`src/rtl/sqrt_result_bcd.sv`:
```
// sqrt_result_bcd: captures roots leaving the pipelined square-root stage,
// converts each to packed BCD with a serial double-dabble engine and drives
// a multiplexed, active-high 7-segment display with the latest result.
module sqrt_result_bcd #(
   parameter int G_WIDTH    = 8,
   parameter int G_DIGITS   = 2,
   parameter int G_SCAN_DIV = 1024
) (
   input  logic                    clk,
   input  logic                    rst,
   input  logic                    in_valid,
   input  logic [G_WIDTH/2-1:0]    root,
   output logic                    busy,
   output logic [4*G_DIGITS-1:0]   bcd_out,
   output logic                    bcd_valid,
   output logic                    overrun,
   output logic [6:0]              seg,
   output logic [G_DIGITS-1:0]     digit_sel
);

   localparam int W      = G_WIDTH / 2;
   localparam int CNT_W  = $clog2(W + 1);
   localparam int SCAN_W = (G_SCAN_DIV > 1) ? $clog2(G_SCAN_DIV) : 1;
   localparam int IDX_W  = (G_DIGITS > 1) ? $clog2(G_DIGITS) : 1;
   localparam int ACC_W  = 4 * G_DIGITS;

   // Decimal digits needed to print the largest W-bit root.
   function automatic int min_digits(input int w);
      longint unsigned max_v;
      int n;
      max_v = (64'd1 << w) - 64'd1;
      n = 0;
      do begin
         n++;
         max_v = max_v / 10;
      end while (max_v != 0);
      return n;
   endfunction

   if ((G_WIDTH % 2) != 0 || G_WIDTH < 2) begin : g_bad_width
      $error("G_WIDTH must be even and at least 2");
   end
   if (G_DIGITS < min_digits(W)) begin : g_bad_digits
      $error("G_DIGITS too small to hold the largest root");
   end
   if (G_SCAN_DIV < 1) begin : g_bad_scan
      $error("G_SCAN_DIV must be at least 1");
   end

   typedef enum logic {S_IDLE, S_CONV} state_t;

   // Active-high segment pattern {g,f,e,d,c,b,a}; non-decimal codes blank.
   function automatic logic [6:0] seg_decode(input logic [3:0] d);
      case (d)
         4'd0:    return 7'h3F;
         4'd1:    return 7'h06;
         4'd2:    return 7'h5B;
         4'd3:    return 7'h4F;
         4'd4:    return 7'h66;
         4'd5:    return 7'h6D;
         4'd6:    return 7'h7D;
         4'd7:    return 7'h07;
         4'd8:    return 7'h7F;
         4'd9:    return 7'h6F;
         default: return 7'h00;
      endcase
   endfunction

   state_t              state_q, state_d;
   logic [W-1:0]        valid_q, valid_d;
   logic [W-1:0]        shreg_q, shreg_d;
   logic [ACC_W-1:0]    acc_q, acc_d, acc_adj;
   logic [CNT_W-1:0]    cnt_q, cnt_d;
   logic [ACC_W-1:0]    bcd_out_q, bcd_out_d;
   logic                bcd_valid_q, bcd_valid_d;
   logic                overrun_q, overrun_d;
   logic [SCAN_W-1:0]   scan_q, scan_d;
   logic [IDX_W-1:0]    idx_q, idx_d;
   logic [G_DIGITS-1:0] sel_q, sel_d;
   logic [6:0]          seg_q, seg_d;
   logic                tap;
   logic                wrap;

   // Tag leaves the tracker exactly when its root is on the root input.
   assign tap = valid_q[W-1];

   // Conversion FSM and double-dabble datapath: next-state logic.
   always_comb begin
      // NOTE: every signal written here gets a default first so no latch is inferred.
      state_d     = state_q;
      valid_d     = (valid_q << 1) | W'(in_valid);
      shreg_d     = shreg_q;
      acc_d       = acc_q;
      cnt_d       = cnt_q;
      bcd_out_d   = bcd_out_q;
      bcd_valid_d = 1'b0;
      overrun_d   = overrun_q;

      acc_adj = acc_q;
      for (int d = 0; d < G_DIGITS; d++) begin
         if (acc_q[4*d +: 4] >= 4'd5) begin
            acc_adj[4*d +: 4] = acc_q[4*d +: 4] + 4'd3;
         end
      end

      case (state_q)
         S_IDLE: begin
            if (tap) begin
               shreg_d = root;
               acc_d   = '0;
               cnt_d   = CNT_W'(W);
               state_d = S_CONV;
            end
         end
         S_CONV: begin
            {acc_d, shreg_d} = {acc_adj, shreg_q} << 1;
            cnt_d = cnt_q - CNT_W'(1);
            if (tap) begin
               overrun_d = 1'b1;
            end
            if (cnt_q == CNT_W'(1)) begin
               bcd_out_d   = acc_d;
               bcd_valid_d = 1'b1;
               state_d     = S_IDLE;
            end
         end
         default: state_d = S_IDLE;
      endcase
   end

   // Conversion FSM and datapath registers with synchronous reset.
   always_ff @(posedge clk) begin
      // NOTE: sequential state uses <= so every register samples pre-edge values.
      if (rst) begin
         state_q     <= S_IDLE;
         valid_q     <= '0;
         shreg_q     <= '0;
         acc_q       <= '0;
         cnt_q       <= '0;
         bcd_out_q   <= '0;
         bcd_valid_q <= 1'b0;
         overrun_q   <= 1'b0;
      end else begin
         state_q     <= state_d;
         valid_q     <= valid_d;
         shreg_q     <= shreg_d;
         acc_q       <= acc_d;
         cnt_q       <= cnt_d;
         bcd_out_q   <= bcd_out_d;
         bcd_valid_q <= bcd_valid_d;
         overrun_q   <= overrun_d;
      end
   end

   // Display scan: rotate the digit enable on wrap, decode the digit it will select.
   always_comb begin
      wrap   = (scan_q == SCAN_W'(G_SCAN_DIV - 1));
      scan_d = wrap ? '0 : scan_q + SCAN_W'(1);
      sel_d  = sel_q;
      idx_d  = idx_q;
      if (wrap) begin
         sel_d = (sel_q << 1) | (sel_q >> (G_DIGITS - 1));
         idx_d = (idx_q == IDX_W'(G_DIGITS - 1)) ? '0 : idx_q + IDX_W'(1);
      end
      seg_d = seg_decode(bcd_out_q[4*int'(idx_d) +: 4]);
   end

   // Display registers: seg and digit_sel update together so they never disagree.
   always_ff @(posedge clk) begin
      if (rst) begin
         scan_q <= '0;
         idx_q  <= '0;
         sel_q  <= G_DIGITS'(1);
         seg_q  <= 7'h3F;
      end else begin
         scan_q <= scan_d;
         idx_q  <= idx_d;
         sel_q  <= sel_d;
         seg_q  <= seg_d;
      end
   end

   assign busy      = (state_q == S_CONV);
   assign bcd_out   = bcd_out_q;
   assign bcd_valid = bcd_valid_q;
   assign overrun   = overrun_q;
   assign seg       = seg_q;
   assign digit_sel = sel_q;

endmodule

```
`config.mk`:
```
export PLATFORM = sky130hd
export DESIGN_NAME = sqrt_result_bcd
export DESIGN_NICKNAME = d
export VERILOG_FILES = /design/src/rtl/sqrt_result_bcd.sv
export SDC_FILE = /design/constraint.sdc
export NUM_CORES = 1
export LEC_CHECK = 0
export BUFFER_PORTS_ARGS = -buffer_cell sky130_fd_sc_hd__buf_2
export CORE_UTILIZATION = 60
export DETAILED_ROUTE_END_ITERATION = 8
export PLACE_DENSITY_LB_ADDON = 0.25
export SYNTH_ARGS = -nofsm -noshare
export SYNTH_HDL_FRONTEND = slang
export SYNTH_SLANG_ARGS = --single-unit
```
`constraint.sdc`:
```
create_clock -name clk -period 6.15 [get_ports clk]
set_clock_uncertainty 0.2 [all_clocks]
set_input_delay 0.9225 -clock clk [delete_from_list [all_inputs] [get_ports clk]]
set_output_delay 0.9225 -clock clk [all_outputs]
set_load 0.01 [all_outputs]
```
==> out/metrics.json, run 1 <==
{
  "pwr": {
    "power_switching_uw": 123,
    "p_total_uw": 537,
    "combPwrFrac": 0.027,
    "share_seq_of_total_power": 0.618,
    "clockPowerShare": 0.355,
    "switching_share": 0.230,
    "p_int_uw": 413,
    "power.static_leakage_nw": 1.04,
    "ir_drop_mv": 0.171,
    "p_per_area_nw_per_um2": 204
  },
  "cts": {
    "clk_transition_reported_paths_ns": 0.09,
    "cts_buffer_depth": 2,
    "cts_inserted_buffers": 5,
    "cts_root_buf": "clkbuf_8",
    "cts_tree": "built",
    "cts-resized-gates": 0,
    "ctsHoldBuffers": 0,
    "post-cts-setup-buffer-count": 0,
    "clkSinkCount": 50,
    "cts_htree_levels": 2,
    "worst_skew_pair.late_latency_ns": 0.31
  },
  "floorplan": {
    "num_io_pins": 27,
    "die_footprint_sq_um": 4270,
    "initial_core_util": 0.644,
    "dieWidth_um": 65.4,
    "core_area_sq_um": 3740,
    "die_height_um": 65.4,
    "placementRows": 22
  },
  "sta": {
    "rsz_0062_raised_after_global_routing": "no",
    "fmax_mhz": 342,
    "post-route-period-util": 0.475,
    "final_layout_worst_hold_slack_ns": 0.244,
    "setup_viol": 0,
    "finalMaxSlewViolations": 0,
    "post-route-min-period_ns": 2.92,
    "final_hold_viol_count": 0,
    "max-slew-margin-rel": 0.368,
    "worst_slew_pin_tran_ns": 0.946,
    "fin_setup_tns_ns": 0
  },
  "logic_synthesis": {
    "yosys_warns": 0,
    "synth.ff_latch_count": 50,
    "synth_top_cell_by_area": "dfxtp_1",
    "synth_enable_flop_cells": 0,
    "synth_top_cell_area_share": 0.415,
    "ys_types": 51,
    "syn_inst": 260,
    "average_footprint_of_a_synthesized_cell_sq_um": 9.27,
    "yosysSeqAreaShare": 0.415,
    "synth.net_count": 280,
    "synth.top_cells.by_area": "dfxtp_1 (42%), ha_1 (6.7%), mux2i_1 (5.0%), nor2_1 (4.2%), a21oi_1 (3.9%)",
    "postSynth.topFlopCell": "dfxtp_1",
    "asyncSetResetFlopFracSynth": 0,
    "synthesis.area_sq_um": 2410
  },
  "layout": {
    "layout.cells.non_filler": 330,
    "fillCellCount": 293,
    "area_growth_pct": 9.09,
    "ratio_of_cells_with_drive_above_1_in_the_final_layout": 0.156,
    "multi_input_combinational_cell_area_sq_um": 1290,
    "register_area_sq_um": 1000,
    "finalNetCount": 301,
    "antenna_diode_instance_count": 0
  },
  "run": {
    "cap_viol_max_count": 0
  },
  "detailed_routing": {
    "detail_route.first_pass.iterations": 4,
    "dr_vias": 1822,
    "drc_errors": 0,
    "total_routed_length_um": 4220,
    "vias_per_cell": 5.52,
    "antenna_violating_nets_post_route": 0,
    "drt_iter0_drc": 117,
    "wl_per_cell_um": 12.8
  },
  "global_routing": {
    "grt_pass1_wl_um": 7250,
    "globalRouteOverflowTotal": 0,
    "initial_antenna_violation_count": 0,
    "grtUsageTotal": 0.226,
    "first_global_vias": 1626,
    "grt_start_max_net_pins": 42
  },
  "critical_path": {
    "timing.critical_path.from_type": "flop",
    "critical_path.cell_chain": "ha_1 -> and4_1 -> a31oi_1 -> nor2_1 -> mux2_2 -> ha_1 -> inv_1 -> o21a_1 -> a211o_1",
    "worst-setup-path-type": "flop to flop",
    "critical_path.endpoint_type": "flop",
    "timing.critical_path.fanout_max": 7,
    "critical_path_s_slowest_cell": "mux2_2",
    "timing.critical_path.required_ns": 6.16,
    "worst-endpoint-arrival_ns": 2.93,
    "critPathMostFrequentCell": "ha_1",
    "worst_path_largest_cell_delay_ns": 0.40
  },
  "placement": {
    "portBuffers": 26,
    "gpl.final_weighted_congestion": 0.868,
    "dp_cells": 322,
    "detailedPlacementHpwl_um": 2970
  },
  "min_path": {
    "hold_path_class": "flop to flop"
  },
  "status": {
    "run_status": "finished, final reports clean"
  }
}
==> Yosys cell counts, types with 6 or more instances <==
library cell / number
nand3_1: 9
ha_1: 13
mux2i_1: 12
nor2_1: 27
nor3_1: 10
o21ai_0: 8
dfxtp_1: 50
inv_1: 14
a21oi_1: 19
nand2_1: 12
nand2b_1: 10
nor3b_1: 8
clkbuf_1: 6
==> sequential cells by signal (all words and copies together) (netlist names) <==
name and flops:
bcd_out 8, seg 7, cnt_q 3, overrun 1, bcd_valid 1, digit_sel 2, busy 1, shreg_q 4
valid_q 4, scan_q 10, idx_q 1, acc_q 8
==> final timing paths <==
path / start / to / slack, ns / cells after the start
worst max-delay path: scan_q[0] / seg[1] / 3.23 / 9
worst min-delay path: valid_q[2] / valid_q[3] / 0.24 / 1
worst max register to register: scan_q[0] / seg[1] / 3.23 / 9
worst min register to register: valid_q[2] / valid_q[3] / 0.24 / 1
==> metal layers <==
layer / wire length [um] / global-route usage / up-vias
met5: 0 / 0 / -
met4: 83 / 0.0978 / 0
met3: 143 / 0.0694 / 6
met2: 1930 / 0.363 / 23
met1: 2060 / 0.277 / 832
li1: - / - / 961
==> cell type report <==
type	count	area share
Sequential cell	50	0.381
Multi-Input combinational cell	183	0.491
Clock buffer	5	0.0262
Tap cell	48	0.0228
Clock inverter	3	0.00809
Timing Repair Buffer	26	0.0495
Inverter	15	0.0214
==> power groups by stage <==
stage	sequential [mW]	clock [mW]	combinational, mW
after floorplan	0.337	0	0.0119
after global placement	0.339	0	0.0147
after detailed placement	0.339	0	0.0149
after CTS	0.331	0.199	0.0150
after global routing	0.332	0.211	0.0168
final	0.331	0.191	0.0147
==> worst max-delay path, delay by kind of cell (launching register included) <==
| family | cells | cell delay, ns |
|---|---|---|
| mux | 1 | 0.40 |
| fa+ha+maj | 2 | 0.54 |
| simple gates | 2 | 0.65 |
| flops | 1 | 0.38 |
| buf+inv | 1 | 0.05 |
| compound gates | 3 | 0.60 |
==> per-stage QoR <==
stage | cell area [sq um] | worst slack, ns | utilization
6_report | 2630 | 3.23 | 0.702
3_3_place_gp | 2540 | 3.31 | 0.678
2_1_floorplan | 2410 | 3.47 | -
5_1_grt | 2630 | 3.00 | 0.702
3_5_place_dp | 2540 | 3.26 | 0.678
4_1_cts | 2630 | 3.23 | 0.702
==> cell usage in the layout, fill, tap and decap left out, types with 4 or more instances in the layout <==
cell type	synthesis	routed
a22o_1	5	5
nor3_1	10	10
ha_1	13	13
xnor2_1	4	4
dfxtp_1	50	50
mux2i_1	12	12
nor3b_1	8	8
buf_2	1	26
inv_1	14	14
nor2b_1	4	4
nand2_1	12	12
nor2_1	27	27
a221o_1	4	4
o21ai_0	8	8
nand2b_1	10	10
xor2_1	5	5
nand3_1	9	9
a21oi_1	19	19
clkbuf_8	0	5
==> cell families after synthesis <==
logic type,synth area share
DFF,0.415
xor gates and xnor gates,0.0327
muxes,0.0545
and+or+nand+nor,0.217
buffers and inverters,0.0488
adders and majority gates,0.0675
AOI/OAI and AO/OA,0.164
Power figures use the tool's default switching activity.
==> run 2, diff against run 1 <==
Settings changed: CORE_UTILIZATION 60 to 52.
Clock period 6.15 ns to 2.5 ns, I/O delays scaled along.
==> run 2 against run 1 <==
Sequential share of layout area is 3.2 points lower. Final area grew 10%. Maximum frequency grew 21%. Via count grew 7.3%. Highest routed layer unchanged.
==> out/metrics.json, run 2 (synthesis results as in run 1) <==
{
  "layout": {
    "top_register": "scan_q",
    "finalNetCount": {"value": 318, "change": "+5.6%"},
    "ratio_of_cells_with_drive_above_1_in_the_final_layout": {"value": 0.251, "change": "+0.0948"},
    "mostFrequentLayoutCell": "dfxtp_1",
    "area_growth_pct": 20.2,
    "finalCoreUtilization": {"value": 0.656, "change": "-0.0460"},
    "layout_common_cells": "dfxtp_1 (44), nor2_1 (26), buf_2 (26)",
    "largest_reg_flops": {"value": 10, "change": "unchanged"},
    "antenna_diode_instance_count": {"value": 0, "change": "unchanged"},
    "layout.cells.non_filler": {"value": 351, "change": "+6.4%"},
    "fin_area": {"value": 2900, "unit": "sq um", "change": "+10%"}
  },
  "critical_path": {
    "critical_path_cell_count": {"value": 9, "change": "unchanged"},
    "worst_path_largest_cell_delay": {"value": 0.36, "unit": "ns", "change": "-0.04 ns"},
    "critical_path_s_slowest_cell": "dfxtp_2",
    "critPathMostFrequentCell": "ha_4",
    "ff2ff_path_depth": {"value": 9, "change": "unchanged"},
    "critical_path.endpoint_type": "flop",
    "timing.critical_path.required": {"value": 2.50, "unit": "ns", "change": "-3.66 ns"},
    "timing.critical_path.from_type": "flop",
    "gate_family_responsible_for_the_most_delay_along_the_worst_path": "compound AO/OA/AOI/OAI gates",
    "worst-setup-path-type": "flop to flop",
    "cp_num_buf_inv": {"value": 1, "change": "unchanged"},
    "critical_path.cell_chain": "ha_4 -> and4_4 -> a31oi_4 -> nor2_2 -> mux2_4 -> ha_4 -> inv_1 -> o21a_1 -> a211o_1",
    "timing.critical_path.fanout_max": {"value": 4, "change": "-3"},
    "worst-endpoint-arrival": {"value": 2.42, "unit": "ns", "change": "-0.51 ns"}
  },
  "placement": {
    "dp_cells": {"value": 341, "change": "+5.9%"},
    "portBuffers": {"value": 26, "change": "unchanged"},
    "place_area": {"value": 2690, "unit": "sq um", "change": "+6.0%"},
    "gpl.final_weighted_congestion": {"value": 0.795, "change": "-8.4%"},
    "detailedPlacementHpwl": {"value": 3270, "unit": "um", "change": "+10%"},
    "dp_slack": {"value": 0.00801, "unit": "ns", "change": "-3.26 ns"}
  },
  "sta": {
    "worst_slew_pin_tran": {"value": 0.514, "unit": "ns", "change": "-0.432 ns"},
    "fin_setup_tns": {"value": 0, "unit": "ns", "change": "unchanged"},
    "post-route-min-period": {"value": 2.42, "unit": "ns", "change": "-0.505 ns"},
    "max-slew-margin-rel": {"value": 0.654, "change": "+0.286"},
    "post-route-period-util": {"value": 0.967, "change": "+0.492"},
    "final_hold_viol_count": {"value": 0, "change": "unchanged"},
    "final_layout_worst_hold_slack": {"value": 0.0872, "unit": "ns", "change": "-0.157 ns"},
    "fmax": {"value": 414, "unit": "MHz", "change": "+21%"},
    "setup_viol": {"value": 0, "change": "unchanged"},
    "finalMaxSlewViolations": {"value": 0, "change": "unchanged"},
    "fin_ws": {"value": 0.0833, "unit": "ns", "change": "-3.15 ns"}
  },
  "floorplan": {
    "core_area": {"value": 4410, "unit": "sq um", "change": "+18%"},
    "die_footprint": {"value": 4910, "unit": "sq um", "change": "+15%"},
    "die_height": {"value": 70.1, "unit": "um", "change": "+7.2%"},
    "initial_core_util": {"value": 0.546, "change": "-0.0978"},
    "num_io_pins": {"value": 27, "change": "unchanged"},
    "placementRows": {"value": 24, "change": "+9.1%"},
    "dieWidth": {"value": 70.1, "unit": "um", "change": "+7.2%"}
  },
  "global_routing": {
    "grt_pass1_wl": {"value": 8170, "unit": "um", "change": "+13%"},
    "globalRouteMet2Util": {"value": 0.350, "change": "-0.0130"},
    "grt_start_max_net_pins": {"value": 32, "change": "-24%"},
    "met1_usage": {"value": 0.258, "change": "-0.0185"},
    "grtUsageTotal": {"value": 0.204, "change": "-0.0215"},
    "grt_peak_use_layer": "met2",
    "use_met3": {"value": 0.0476, "change": "-0.0218"},
    "first_global_vias": {"value": 1838, "change": "+13%"},
    "initial_antenna_violation_count": {"value": 0, "change": "unchanged"},
    "globalRouteOverflowTotal": {"value": 0, "change": "unchanged"}
  },
  "detailed_routing": {
    "vias_per_cell": {"value": 5.57, "change": "+0.88%"},
    "antenna_violating_nets_post_route": {"value": 0, "change": "unchanged"},
    "total_routed_length": {"value": 4720, "unit": "um", "change": "+12%"},
    "detail_route.first_pass.iterations": {"value": 4, "change": "unchanged"},
    "wl_per_cell": {"value": 13.5, "unit": "um", "change": "+5.2%"},
    "drc_errors": {"value": 0, "change": "unchanged"},
    "dr_vias": {"value": 1955, "change": "+7.3%"},
    "drt_iter0_drc": {"value": 95, "change": "-19%"}
  },
  "cts": {
    "cts_tree": "built",
    "clk_transition_reported_paths": {"value": 0.09, "unit": "ns", "change": "about the same"},
    "cts_buffer_depth": {"value": 2, "change": "unchanged"},
    "cts_inserted_buffers": {"value": 5, "change": "unchanged"},
    "worst_skew_pair.late_latency": {"value": 0.30, "unit": "ns", "change": "about the same"},
    "clkSinkCount": {"value": 50, "change": "unchanged"},
    "cts_htree_levels": {"value": 2, "change": "unchanged"},
    "cts_root_buf": "clkbuf_8"
  },
  "pwr": {
    "p_per_area": {"value": 507, "unit": "nW/um^2", "change": "+150%"},
    "ir_drop": {"value": 0.430, "unit": "mV", "change": "+150%"},
    "power.static_leakage": {"value": 1.16, "unit": "nW", "change": "+12%"},
    "p_total": {"value": 1.47, "unit": "mW", "change": "+170%"}
  },
  "run": {
    "cap_viol_max_count": {"value": 0, "change": "unchanged"}
  },
  "min_path": {
    "hold_path_class": "primary input to flop",
    "holdPathStages": {"value": 2, "change": "+1"}
  },
  "status": {
    "run_status": "finished, final reports clean"
  }
}
## run 2: cell types whose count changed in the layout (fill, tap and decap cells not counted), sizes merged
cell	previous run	this run
buf	26	43
clkinv	2	0
bufinv	0	1
clkbuf	5	6
clkinvlp	1	0
inv	15	16
## run 2: timing repair
action                     CTS  global route
pin swaps                    0             4
buffers inserted             0             2
hold buffers                 0             0
gates resized for setup      6            10
setup endpoints to repair    4             6
## run 2: final timing paths
path | slack (ns) | startpoint | endpoint
max reg2reg | 0.08 | scan_q[0] | seg[1]
min | 0.09 | in_valid | valid_q[0]
min reg2reg | 0.25 | valid_q[2] | valid_q[3]
max | 0.08 | scan_q[0] | seg[1]
## run 2: layout make-up
type | instances | area (sq um)
clock buffer | 6 | 82.6
multi-input combinational | 183 | 1390
sequential | 50 | 1010
clock inverter | 2 | 38.8
inverter | 15 | 56.3
fill | 369 | 1520
tap | 52 | 65.1
timing repair buffer | 43 | 258
## run 2: per-layer routing
layer,vias to the layer above,wire [um]
met5,-,0
li1,998,-
met3,6,189
met1,909,2210
met4,0,30
met2,42,2290
## run 2: worst reg2reg max path: stages, from the launching register on
cell and delay [ns]:
dfxtp_2 0.36, ha_4 0.17, and4_4 0.24, a31oi_4 0.10
nor2_2 0.16, mux2_4 0.35, ha_4 0.27, inv_1 0.05
o21a_1 0.17, a211o_1 0.25
## run 2: power by group
group          total [mW]  leakage, nW  internal (mW)  switching [mW]
clock network       0.606       0.0618          0.329           0.277
logic              0.0482        0.695         0.0210          0.0272
registers           0.814        0.407          0.805         0.00844
total                1.47         1.16           1.16           0.312
==> run 3, diff against run 2 <==
Settings changed: CORE_UTILIZATION 52 to 58.
Clock period 2.5 ns to 2.35 ns, I/O delays scaled along.
==> run 3 against run 2 <==
The run now ends with setup timing left. Flip-flop and latch count did not move. Register-to-register slack lost 0.10 ns. Sequential power rose by 6.5%. Sequential share of layout area down 1.5 points. Count of clock-buffer cells in the layout unchanged. Via count increased by 3.1%. Wire length is 8.2% higher. Non-clock buffer count rose by 17. Global-route usage up 4.3 points. Total power fell by 1.1%. Critical path type unchanged. Critical endpoint unchanged. Largest cell class unchanged. Largest power group unchanged.
==> out/metrics.json, run 3 (synthesis results as in run 1) <==
{
  "detailed_routing": {
    "antenna_violating_nets_post_route": {"value": 0, "change": "unchanged"},
    "drt_iter0_drc": {"value": 90, "change": "-5.3%"},
    "vias_per_cell": {"value": 5.51, "change": "-1.1%"},
    "dr_vias": {"value": 2016, "change": "+3.1%"},
    "total_routed_length": {"value": 5110, "unit": "um", "change": "+8.2%"},
    "wl_per_cell": {"value": 14.0, "unit": "um", "change": "+3.7%"},
    "detail_route.first_pass.iterations": {"value": 4, "change": "unchanged"},
    "drc_errors": {"value": 0, "change": "unchanged"}
  },
  "cts": {
    "worst_skew_pair.late_latency": {"value": 0.30, "unit": "ns", "change": "about the same"},
    "clk_transition_reported_paths": {"value": 0.10, "unit": "ns", "change": "about the same"},
    "cts_htree_levels": {"value": 2, "change": "unchanged"},
    "cts_buffer_depth": {"value": 2, "change": "unchanged"},
    "cts_tree": "built",
    "cts_inserted_buffers": {"value": 5, "change": "unchanged"},
    "clkSinkCount": {"value": 50, "change": "unchanged"},
    "cts_root_buf": "clkbuf_8"
  },
  "sta": {
    "final_hold_viol_count": {"value": 0, "change": "unchanged"},
    "post-route-period-util": {"value": 1.01, "change": "+0.0414"},
    "post-route-min-period": {"value": 2.37, "unit": "ns", "change": "-0.0477 ns"},
    "max-slew-margin-rel": {"value": 0.606, "change": "-0.0483"},
    "setup_viol": {"value": 1, "change": "+1"},
    "rsz_0062_raised_after_global_routing": "yes",
    "fmax": {"value": 422, "unit": "MHz", "change": "+2.0%"},
    "finalMaxSlewViolations": {"value": 0, "change": "unchanged"},
    "worst_slew_pin_tran": {"value": 0.592, "unit": "ns", "change": "+0.0771 ns"},
    "fin_ws": {"value": -0.0190, "unit": "ns", "change": "-0.102 ns"}
  },
  "layout": {
    "largest_reg_flops": {"value": 10, "change": "unchanged"},
    "layout.cells.non_filler": {"value": 366, "change": "+4.3%"},
    "antenna_diode_instance_count": {"value": 0, "change": "unchanged"},
    "layout_common_cells": "dfxtp_1 (44), buf_4 (34), nor2_1 (26), buf_2 (26), a21oi_1 (19)",
    "finalNetCount": {"value": 335, "change": "+5.3%"},
    "mostFrequentLayoutCell": "dfxtp_1",
    "ratio_of_cells_with_drive_above_1_in_the_final_layout": {"value": 0.313, "change": "+0.0625"},
    "area_growth_pct": 25.5,
    "top_register": "scan_q",
    "fin_area": {"value": 3030, "unit": "sq um", "change": "+4.4%"}
  },
  "critical_path": {
    "worst-endpoint-arrival": {"value": 2.37, "unit": "ns", "change": "-0.05 ns"},
    "gate_family_responsible_for_the_most_delay_along_the_worst_path": "compound AO/OA/AOI/OAI gates",
    "critical_path_s_slowest_cell": "a2111oi_4",
    "timing.critical_path.from_type": "flop",
    "critical_path.endpoint_type": "flop",
    "cp_num_buf_inv": {"value": 3, "change": "+2"},
    "worst_r2r_startpoint": "scan_q[1]",
    "critical_path.cell_chain": "ha_4 -> nand4_4 -> buf_4 -> buf_4 -> a2111oi_4 -> nor2_4 -> buf_4 -> o21a_1 -> a211o_1",
    "critPathMostFrequentCell": "buf_4",
    "timing.critical_path.required": {"value": 2.35, "unit": "ns", "change": "-0.15 ns"},
    "timing.critical_path.fanout_max": {"value": 5, "change": "+1"},
    "worst_path_largest_cell_delay": {"value": 0.41, "unit": "ns", "change": "+0.05 ns"},
    "worst-setup-path-type": "flop to flop",
    "critPathLaunch": "scan_q[1]"
  },
  "min_path": {
    "hold_path_class": "primary input to flop",
    "timing.hold.worst.start": "in_valid"
  },
  "floorplan": {
    "placementRows": {"value": 23, "change": "-4.2%"},
    "num_io_pins": {"value": 27, "change": "unchanged"},
    "die_height": {"value": 66.5, "unit": "um", "change": "-5.2%"},
    "initial_core_util": {"value": 0.602, "change": "+0.0565"},
    "dieWidth": {"value": 66.5, "unit": "um", "change": "-5.2%"},
    "die_footprint": {"value": 4420, "unit": "sq um", "change": "-10%"},
    "core_area": {"value": 4000, "unit": "sq um", "change": "-9.4%"}
  },
  "global_routing": {
    "grt_pass1_wl": {"value": 8360, "unit": "um", "change": "+2.4%"},
    "globalRouteOverflowTotal": {"value": 0, "change": "unchanged"},
    "grt_start_max_net_pins": {"value": 25, "change": "-22%"},
    "initial_antenna_violation_count": {"value": 0, "change": "unchanged"},
    "grtUsageTotal": {"value": 0.248, "change": "+0.0433"},
    "first_global_vias": {"value": 1892, "change": "+2.9%"}
  },
  "placement": {
    "portBuffers": {"value": 26, "change": "unchanged"},
    "dp_slack": {"value": -0.0788, "unit": "ns", "change": "-0.0868 ns"},
    "detailedPlacementHpwl": {"value": 3600, "unit": "um", "change": "+9.9%"},
    "place_area": {"value": 2810, "unit": "sq um", "change": "+4.5%"},
    "gpl.final_weighted_congestion": {"value": 0.840, "change": "+5.7%"},
    "dp_cells": {"value": 349, "change": "+2.3%"}
  },
  "status": {
    "run_status": "complete, but fails checks",
    "violations": "setup timing"
  },
  "pwr": {
    "p_per_area": {"value": 480, "unit": "nW/um^2", "change": "-5.3%"},
    "ir_drop": {"value": 0.397, "unit": "mV", "change": "-7.6%"},
    "power.static_leakage": {"value": 1.24, "unit": "nW", "change": "+6.3%"}
  },
  "run": {
    "cap_viol_max_count": {"value": 0, "change": "unchanged"}
  }
}
## run 3: what timing repair did
action,4_1_cts,5_1_grt
buffers inserted,4,5
gates resized for setup,4,15
hold buffers,0,0
pin swaps,3,8
endpoints found under the setup margin,4,6
## run 3: worst paths after layout
check / endpoint / slack (ns) / cells after the start
setup / recovery: seg[1] / -0.02 / 9
hold / removal: valid_q[0] / 0.06 / 2
hold reg to reg: valid_q[3] / 0.25 / 1
setup reg to reg: seg[1] / -0.02 / 9
## run 3: final cells by class
| type | count | area [sq um] |
|---|---|---|
| fill | 276 | 975 |
| tap | 50 | 62.6 |
| clock buffer | 6 | 82.6 |
| clock inverter | 2 | 12.5 |
| sequential | 50 | 1010 |
| inverter | 15 | 58.8 |
| timing repair buffer | 60 | 385 |
| multi-input combinational | 183 | 1410 |
## run 3: report_power, final
group	internal (mW)	leakage, nW	switching (mW)	total, mW
Combinational	0.0271	0.784	0.0303	0.0574
Sequential	0.857	0.407	0.0105	0.867
Clock	0.237	0.0472	0.290	0.527
## run 3: routing by layer
layer  GRT usage  up-vias  part of all wire
met1       0.294      946              0.45
met2       0.450       37              0.51
met3      0.0377        4             0.030
met5           0        -                 0
li1            -     1029                 -
met4      0.0824        0            0.0086
## run 3: metrics by stage
stage | util | hold WS, ns | TNS (ns) | total power [mW]
finish | 0.756 | 0.0633 | -0.0190 | 1.45
global route | 0.756 | 0.0903 | -0.297 | 1.50
CTS | 0.736 | 0.0619 | 0 | 1.46
detailed placement | 0.703 | 0.225 | -0.162 | 0.941
global placement | 0.703 | 0.225 | 0 | 0.938
floorplan | - | 0.214 | -0.0101 | 0.918
